File: config.mk
export PLATFORM = sky130hd
export DESIGN_NAME = instr_fetch_unit_flat
export DESIGN_NICKNAME = d
export VERILOG_FILES = /design/src/rtl/instr_fetch_unit_if.sv /design/src/rtl/instr_fetch_unit.sv /design/src/flat_wrapper.sv
export SDC_FILE = /design/constraint.sdc
export NUM_CORES = 1
export LEC_CHECK = 0
export ABC_AREA = 1
export CORE_MARGIN = 4
export CORE_UTILIZATION = 35
export DETAILED_ROUTE_END_ITERATION = 8
export PLACE_DENSITY = 0.66
export SYNTH_ARGS = -nofsm -noshare
export SYNTH_HDL_FRONTEND = slang
export SYNTH_SLANG_ARGS = --single-unit
File: constraint.sdc
create_clock -name clk -period 2.6 [get_ports clk]
set_input_delay 0.26 -clock clk [delete_from_list [all_inputs] [get_ports clk]]
set_output_delay 0.26 -clock clk [all_outputs]
set_load 0.05 [all_outputs]
File: src/rtl/instr_fetch_unit_if.sv
// instr_fetch_unit_if: fetch-stage bus between instruction memory, decode/ALU and the fetch unit.
interface instr_fetch_unit_if;
  logic        imem_req_o;
  logic [31:0] imem_addr_o;
  logic        imem_ready_i;
  logic [31:0] imem_rdata_i;
  logic [31:0] instr_o;
  logic        instr_valid_o;
  logic        instr_accept_i;
  logic        stall_i;
  logic        sig_branch_i;
  logic [15:0] immediate_i;
  logic        jump_i;
  logic [25:0] jump_target_i;
  logic [31:0] pc_out_o;
  logic [31:0] pc_plus4_o;
  logic [31:0] retire_count_o;
  modport master (
    output imem_req_o, imem_addr_o, instr_o, instr_valid_o, pc_out_o, pc_plus4_o, retire_count_o,
    input  imem_ready_i, imem_rdata_i, instr_accept_i, stall_i, sig_branch_i, immediate_i,
           jump_i, jump_target_i
  );
  modport slave (
    input  imem_req_o, imem_addr_o, instr_o, instr_valid_o, pc_out_o, pc_plus4_o, retire_count_o,
    output imem_ready_i, imem_rdata_i, instr_accept_i, stall_i, sig_branch_i, immediate_i,
           jump_i, jump_target_i
  );
endinterface

File: src/rtl/instr_fetch_unit.sv
// instr_fetch_unit: PC register, req/ready instruction fetch, next-PC selection and retire counter.
module instr_fetch_unit #(
  parameter logic [31:0] RESET_PC = 32'h0000_0000
) (
  input logic              clk,
  input logic              rst,
  instr_fetch_unit_if.master bus
);
  localparam logic [1:0] S_BOOT = 2'd0, S_FETCH = 2'd1, S_HOLD = 2'd2;
  localparam logic [31:0] PC_RST = {RESET_PC[31:2], 2'b00};
  logic [1:0]  state_q, state_d;
  logic [31:0] pc_q, pc_d, instr_q, instr_d, ret_q, ret_d, pc_plus4, br_off, next_pc;
  logic        fetch_done, accept;
  always_comb begin
    pc_plus4   = pc_q + 32'd4;
    br_off     = {{14{bus.immediate_i[15]}}, bus.immediate_i, 2'b00};
    fetch_done = (state_q == S_FETCH) && bus.imem_ready_i;
    accept     = (state_q == S_HOLD) && bus.instr_accept_i && !bus.stall_i;
    next_pc    = bus.jump_i       ? {pc_plus4[31:28], bus.jump_target_i, 2'b00} :
                 bus.sig_branch_i ? pc_plus4 + br_off : pc_plus4;
    pc_d       = accept ? next_pc : pc_q;
    instr_d    = fetch_done ? bus.imem_rdata_i : instr_q;
    ret_d      = accept ? ret_q + 32'd1 : ret_q;
    state_d    = (state_q == S_BOOT) ? S_FETCH :
                 fetch_done          ? S_HOLD  :
                 accept              ? S_FETCH : state_q;
  end
  always_ff @(posedge clk) begin
    if (rst) begin
      state_q <= S_BOOT;
      pc_q    <= PC_RST;
      instr_q <= '0;
      ret_q   <= '0;
    end else begin
      state_q <= state_d;
      pc_q    <= pc_d;
      instr_q <= instr_d;
      ret_q   <= ret_d;
    end
  end
  assign bus.imem_req_o     = (state_q == S_FETCH);
  assign bus.imem_addr_o    = pc_q;
  assign bus.instr_o        = instr_q;
  assign bus.instr_valid_o  = (state_q == S_HOLD);
  assign bus.pc_out_o       = pc_q;
  assign bus.pc_plus4_o     = pc_plus4;
  assign bus.retire_count_o = ret_q;
endmodule

File: src/flat_wrapper.sv
// flat-port wrapper written by rule: the top's interface ports become plain ports
module instr_fetch_unit_flat 
#(
  parameter logic [31:0] RESET_PC = 32'h0000_0000
)
  (clk, rst, bus_imem_req_o, bus_imem_addr_o, bus_instr_o, bus_instr_valid_o, bus_pc_out_o, bus_pc_plus4_o, bus_retire_count_o, bus_imem_ready_i, bus_imem_rdata_i, bus_instr_accept_i, bus_stall_i, bus_sig_branch_i, bus_immediate_i, bus_jump_i, bus_jump_target_i);
  instr_fetch_unit_if bus_i ();
  input logic clk;
  input logic rst;
  output wire logic [$bits(bus_i.imem_req_o)-1:0] bus_imem_req_o;
  output wire logic [$bits(bus_i.imem_addr_o)-1:0] bus_imem_addr_o;
  output wire logic [$bits(bus_i.instr_o)-1:0] bus_instr_o;
  output wire logic [$bits(bus_i.instr_valid_o)-1:0] bus_instr_valid_o;
  output wire logic [$bits(bus_i.pc_out_o)-1:0] bus_pc_out_o;
  output wire logic [$bits(bus_i.pc_plus4_o)-1:0] bus_pc_plus4_o;
  output wire logic [$bits(bus_i.retire_count_o)-1:0] bus_retire_count_o;
  input wire logic [$bits(bus_i.imem_ready_i)-1:0] bus_imem_ready_i;
  input wire logic [$bits(bus_i.imem_rdata_i)-1:0] bus_imem_rdata_i;
  input wire logic [$bits(bus_i.instr_accept_i)-1:0] bus_instr_accept_i;
  input wire logic [$bits(bus_i.stall_i)-1:0] bus_stall_i;
  input wire logic [$bits(bus_i.sig_branch_i)-1:0] bus_sig_branch_i;
  input wire logic [$bits(bus_i.immediate_i)-1:0] bus_immediate_i;
  input wire logic [$bits(bus_i.jump_i)-1:0] bus_jump_i;
  input wire logic [$bits(bus_i.jump_target_i)-1:0] bus_jump_target_i;
  assign bus_imem_req_o = bus_i.imem_req_o;
  assign bus_imem_addr_o = bus_i.imem_addr_o;
  assign bus_instr_o = bus_i.instr_o;
  assign bus_instr_valid_o = bus_i.instr_valid_o;
  assign bus_pc_out_o = bus_i.pc_out_o;
  assign bus_pc_plus4_o = bus_i.pc_plus4_o;
  assign bus_retire_count_o = bus_i.retire_count_o;
  assign bus_i.imem_ready_i = bus_imem_ready_i;
  assign bus_i.imem_rdata_i = bus_imem_rdata_i;
  assign bus_i.instr_accept_i = bus_instr_accept_i;
  assign bus_i.stall_i = bus_stall_i;
  assign bus_i.sig_branch_i = bus_sig_branch_i;
  assign bus_i.immediate_i = bus_immediate_i;
  assign bus_i.jump_i = bus_jump_i;
  assign bus_i.jump_target_i = bus_jump_target_i;
  instr_fetch_unit #(.RESET_PC(RESET_PC)) u_core (.clk(clk), .rst(rst), .bus(bus_i));
endmodule
# == Word-level counts from Yosys, hierarchy flattened ==
# Cells that the tools add are included.
# totals
register_bits,98
latchBits,0
ram_bits,0
rom_bits,0
input_bits,81
output_inout_bits,162
elab_cells,23
mem_count,0
# op_classes
n_addsub,3
multipliers,0
div,0
magnitude_cmp,0
eq_ne,2
n_shift,0
mux,5
bitwise_logic,0
reduce_logical,8
# op_table
op,n
two-way mux 32 bit,2
adder 32 x 1 -> 32 bit (second input constant),1
adder 32 x 3 -> 32 bit (second input constant),1
adder 32 bit,1
two-way mux 2 bit,2
logical AND 1 bit,3
nonzero test 3 bit,1
equality test 2 x 1 -> 1 bit (second input constant),1
equality test 2 bit (second input constant),1
logical NOT 2 bit,1
nonzero test 2 bit,1
OR reduction 2 bit,1
logical NOT 1 bit,1
two-way mux 1 bit,1

# == Logic depth before layout (Yosys ltp) ==
# logic_depth
word_depth,6
ltp_mapped,24
ltp_nobuf,24

# == Worst setup path before layout ==
# No wires, ideal clock.
# synth_timing
kind,reg2reg
startpoint,"register u_core.pc_q[2], in the netlist u_core.bus.imem_addr_o[2]"
endpoint,"register u_core.pc_q[9], in the netlist u_core.bus.imem_addr_o[9]"
setup_ns,0.132
arrival_ns,3.751
t_required_ns,2.468
setup_slack_ns,-1.283
path_stages_with_launch,17
path_buffers,0
period_less_slack_ns,3.883
path_cell_list,dfxtp_1 > ha_1 > nand2_1 > nor2_2 > nand2_1 > nor2_2 > xor2_1 > ha_1 > nand2_1 > inv_1 > a21oi_1 > nand2_1 > or2_2 > nand3_1 > nand3_1 > nand2_1 > a21oi_1
# synth_between
elab_chain_len,4
# synth_lines
element,line,rtl
from (decl),instr_fetch_unit.sv:12,"logic [31:0] pc_q, pc_d, instr_q, instr_d, ret_q, ret_d, pc_plus4, br_off, next_pc;"
from (signal assigned),instr_fetch_unit.sv:36,pc_q <= pc_d;
adder 32 x 3 -> 32 bit,instr_fetch_unit.sv:15,pc_plus4 = pc_q + 32'd4;
via bus_pc_plus4_o[8],flat_wrapper.sv:15,output wire logic [$bits(bus_i.pc_plus4_o)-1:0] bus_pc_plus4_o;
adder 32 bit,instr_fetch_unit.sv:20,bus.sig_branch_i ? pc_plus4 + br_off : pc_plus4;
two-way mux 32 bit,instr_fetch_unit.sv:20,
two-way mux 32 bit,instr_fetch_unit.sv:19,"next_pc = bus.jump_i ? {pc_plus4[31:28], bus.jump_target_i, 2'b00} :"
# The timed path passes the listed nets, and every way through them passes these cells.
# A chain may end at the register's enable or synchronous reset.

# == Worst setup path in the final report ==
# layout_timing
startpoint,"register u_core.pc_q[2], in the netlist u_core.bus.imem_addr_o[2]"
endpoint,"register u_core.pc_q[27], in the netlist u_core.bus.imem_addr_o[27]"
# layout_between
elab_chain_len,4
# layout_lines
element,line
adder 32 x 3 -> 32 bit *,instr_fetch_unit.sv:15
adder 32 bit,instr_fetch_unit.sv:20
two-way mux 32 bit *,instr_fetch_unit.sv:20
two-way mux 32 bit *,instr_fetch_unit.sv:19
# Every way passes the cells marked *; elsewhere a longest branch is shown, timed or not.

==> impl_summary.log <==
INFO  metric rsz0062_at_grt = true
INFO  metric multi_input_area = between 6000 and 7000 um^2
INFO  metric timing.critical_path.from_type = flop
INFO  metric final_max_slew_viols = 0
INFO  metric placementRows = 53
INFO  metric critical_path_required = 2.83 ns
INFO  metric tightest_slew = 0.743 ns
INFO  metric drt_first_pass_iters = 6
INFO  metric max-clock-path-buffers = 2
INFO  metric floorplan.io_pins = 243
INFO  metric synth-seq-area-share = 25.0%
INFO  metric postSynthCellCount = 1283
INFO  metric worstPathArrival = 2.99 ns
INFO  metric antenna_diode_count = 0
INFO  metric total_leakage_power = 5.91 nW
INFO  metric clock_tree.htree_level_count = 3
INFO  metric commonest_non_fill_non_tap_cell_in_the_layout = nand2_1
INFO  metric ir_worst_vdd = approximately 380 uV
INFO  metric final-setup-viol-count = 19
INFO  metric path_clk_slew = approximately 0.070 ns
INFO  metric place.detailed.instances = 1900
INFO  metric routedWlPerCell = 16.7 um
INFO  metric layout-drive-gt1-share = 32.8%
INFO  metric floorplan.die.height = 156 um
INFO  metric p_r_area_growth_vs_syn = 75.0%
INFO  metric antenna_violation_net_count_after_detailed_routing = 0
INFO  metric post-layout-total-power = 0.00406 W
INFO  metric dieArea = 24400 um^2
INFO  metric path_max_fanout = 4
INFO  metric insertion_delay = 0.35 ns
INFO  metric async_flop_share = 0%
INFO  metric grt_pass1_wl = 49.5 mm
INFO  metric dp_hpwl = ~25 mm
INFO  metric place_ws = -0.326 ns
INFO  metric post-route-drc-count = 0
INFO  metric timing.setup.critical_path_class = reg -> reg
INFO  metric finalCriticalPeriod = around 2.8 ns
INFO  metric grt_pass1_vias = approximately 9300
INFO  metric postLayoutSetupSlackWorst = -0.163 ns
INFO  metric finalNetCount = 1785
INFO  metric most_frequent_cells_in_the_layout = nand2_1 (305), clkdlybuf4s50_1 (210), buf_4 (196)
INFO  metric post_syn_area_per_cell = approximately 6 um^2
INFO  metric antenna_found_initial = 0
INFO  metric initial_core_util = about 36%
INFO  metric root_buffer = clkbuf_16
INFO  metric cts.sinks = 96
INFO  metric postSynthRegisterBits = 96
INFO  metric muxShareOfSynthArea = 0%
INFO  metric min_path_type = in -> reg
INFO  metric drt_first_iter_violations = 654
INFO  metric clock_skew = 0.00634 ns
INFO  metric violated_checks = negative setup slack
INFO  metric die_width = 156 um
INFO  metric ff_latch_area = around 2000 um^2
INFO  metric clock_buffers_created_by_tritoncts = 9
INFO  metric yosys_most_used_dff = dfxtp_1
INFO  metric netlist-cell-type-count = 46
INFO  metric timing.slew.headroom = roughly half
INFO  metric yosys_warnings = 0
INFO  metric achievable_freq = 362 MHz
INFO  metric max_cap_viol_count = 0
INFO  metric complex_gate_fraction_of_the_synthesized_area = ~15%
INFO  metric fin_crit_sh = 106%
INFO  metric tritoncts = built
INFO  metric cts-hold-fix-buffers = 0
INFO  metric final.fill_count = between 1500 and 2000
INFO  metric globalRouteOverflowTotal = 0
INFO  metric largest_family_of_logic_cells_by_synthesized_area = simple AND/OR/NAND/NOR gates
INFO  metric groute.usage.overall = 25.3%
INFO  metric power_density = ~300 nW/um^2
INFO  metric core_region_area = 21300 um^2
INFO  metric maximum_number_of_pins_on_one_net_before_global_route_repair = slightly above 60
INFO  metric post_synth_xor_area_fraction = around 3.3%
INFO  metric post_synthesis_cell_area = 7680 um^2
INFO  metric via_per_inst = approximately 5
INFO  metric hold_viol_final = 0
INFO  metric place.port_buffers = 236
INFO  metric detailroute.via_count = 9686
INFO  metric postRouteWirelength = 32.4 mm
INFO  metric end_kind = flop
INFO  metric gp_weighted_congestion = approximately 0.94
INFO  metric number_of_enable_flip_flop_cells_after_synthesis = 0
INFO  metric post_layout_nonfiller_instances = 1945
INFO  metric run_status = complete, but fails checks
INFO  metric synth_simple_gate_area_share = 36.9%
INFO  metric post_synthesis_share_of_cell_area_spent_on_full_adders_half_adders_and_majority_gates = 6.29%
state kept, by name (all words and copies together), names as in the netlist:
name	count
u_core.bus.retire_count_o	32
u_core.state_q	2
u_core.bus.imem_addr_o	30
u_core.bus.instr_o	32
layout make-up:
class / instances / area share [%]
clock buffer: 12 / 1.99
clock inverter: 3 / 0.186
inverter: 177 / 5.12
multi-input combinational: 948 / 45.4
sequential: 96 / 14.9
tap: 275 / 2.56
timing repair buffer: 434 / 29.9
final timing paths:
| path | startpoint | to | slack, ns | cells after the start |
|---|---|---|---|---|
| max | u_core.bus.imem_addr_o[2] | u_core.bus.imem_addr_o[27] | -0.16 | 18 |
| min | rst | u_core.bus.retire_count_o[4] | 0.44 | 5 |
| max reg2reg | u_core.bus.imem_addr_o[2] | u_core.bus.imem_addr_o[27] | -0.16 | 18 |
| min reg2reg | u_core.bus.instr_o[7] | u_core.bus.instr_o[7] | 0.46 | 2 |
critical path: stages (launching register included):
cell and delay [ns]:
dfxtp_4 0.38, ha_4 0.15, nand2_4 0.05, nor2_4 0.17, nand2_2 0.09, nor2_4 0.23
nand3_2 0.14, nand2_4 0.12, clkinvlp_4 0.13, ha_4 0.33, nand2_4 0.05, buf_6 0.12
nor2_4 0.13, nand2_2 0.06, o21bai_4 0.17, nand3_1 0.08, nand2_1 0.06, nand3_2 0.10
a21oi_2 0.06
repair_timing:
action | 4_1_cts | 5_1_grt
pin swaps | 58 | 76
gates cloned | 0 | 0
setup buffers | 23 | 8
gates resized for setup | 111 | 132
setup endpoints to repair | 25 | 27
stage by stage:
step	utilization (%)	TNS [ns]	hold slack [ns]	area [um^2]
2_1_floorplan	-	-4.15	0.405	8300
4_1_cts	60.5	-1.18	0.442	12900
6_report	63.1	-2.01	0.445	13400
3_3_place_gp	56.4	-2.77	0.451	12000
3_5_place_dp	56.4	-3.34	0.454	12000
5_1_grt	63.1	-5.74	0.465	13400
cell families (layout without fill, tap and decap cells):
group | after synthesis | in the layout
AO/OA/AOI/OAI | 212 | 212
XOR/XNOR | 29 | 29
adder cells (fa/ha/maj) | 38 | 38
buffers and inverters | 244 | 626
flip-flops | 96 | 96
other | 1 | 6
AND/OR/NAND/NOR | 663 | 663
metal layers:
layer / routed length (um) / GRT usage [%] / vias to the layer above
met5: 0 / 0 / -
met4: 728 / 6.57 / 0
met3: 2320 / 4.91 / 44
met2: 15300 / 41.6 / 331
met1: 14100 / 34.1 / 4501
li1: - / - / 4810
where the power goes:
part	internal, W	switching (W)	leakage (nW)
registers	0.00150	0.0000260	0.795
clock network	0.000734	0.000591	0.140
logic	0.000497	0.000713	4.97
cells in the mapped netlist (5+ instances only):
cell / n / share of area [%]
nor3_1: 20 / 1.3
nor2_1: 122 / 6.0
a21oi_1: 128 / 8.3
inv_1: 171 / 8.4
nor2_4: 6 / 0.88
nand4_1: 9 / 0.73
dfxtp_1: 96 / 25
nand2_2: 5 / 0.41
ha_1: 37 / 6.0
xor2_1: 19 / 2.2
clkbuf_1: 24 / 1.2
nand3b_1: 9 / 0.88
nor2_2: 6 / 0.49
o21bai_1: 5 / 0.49
o21ai_0: 57 / 3.7
buf_4: 36 / 3.5
a21o_1: 5 / 0.49
nand2_1: 386 / 19
nand3_1: 82 / 5.3
xnor2_1: 10 / 1.1
(Power assumes the default switching activity.)
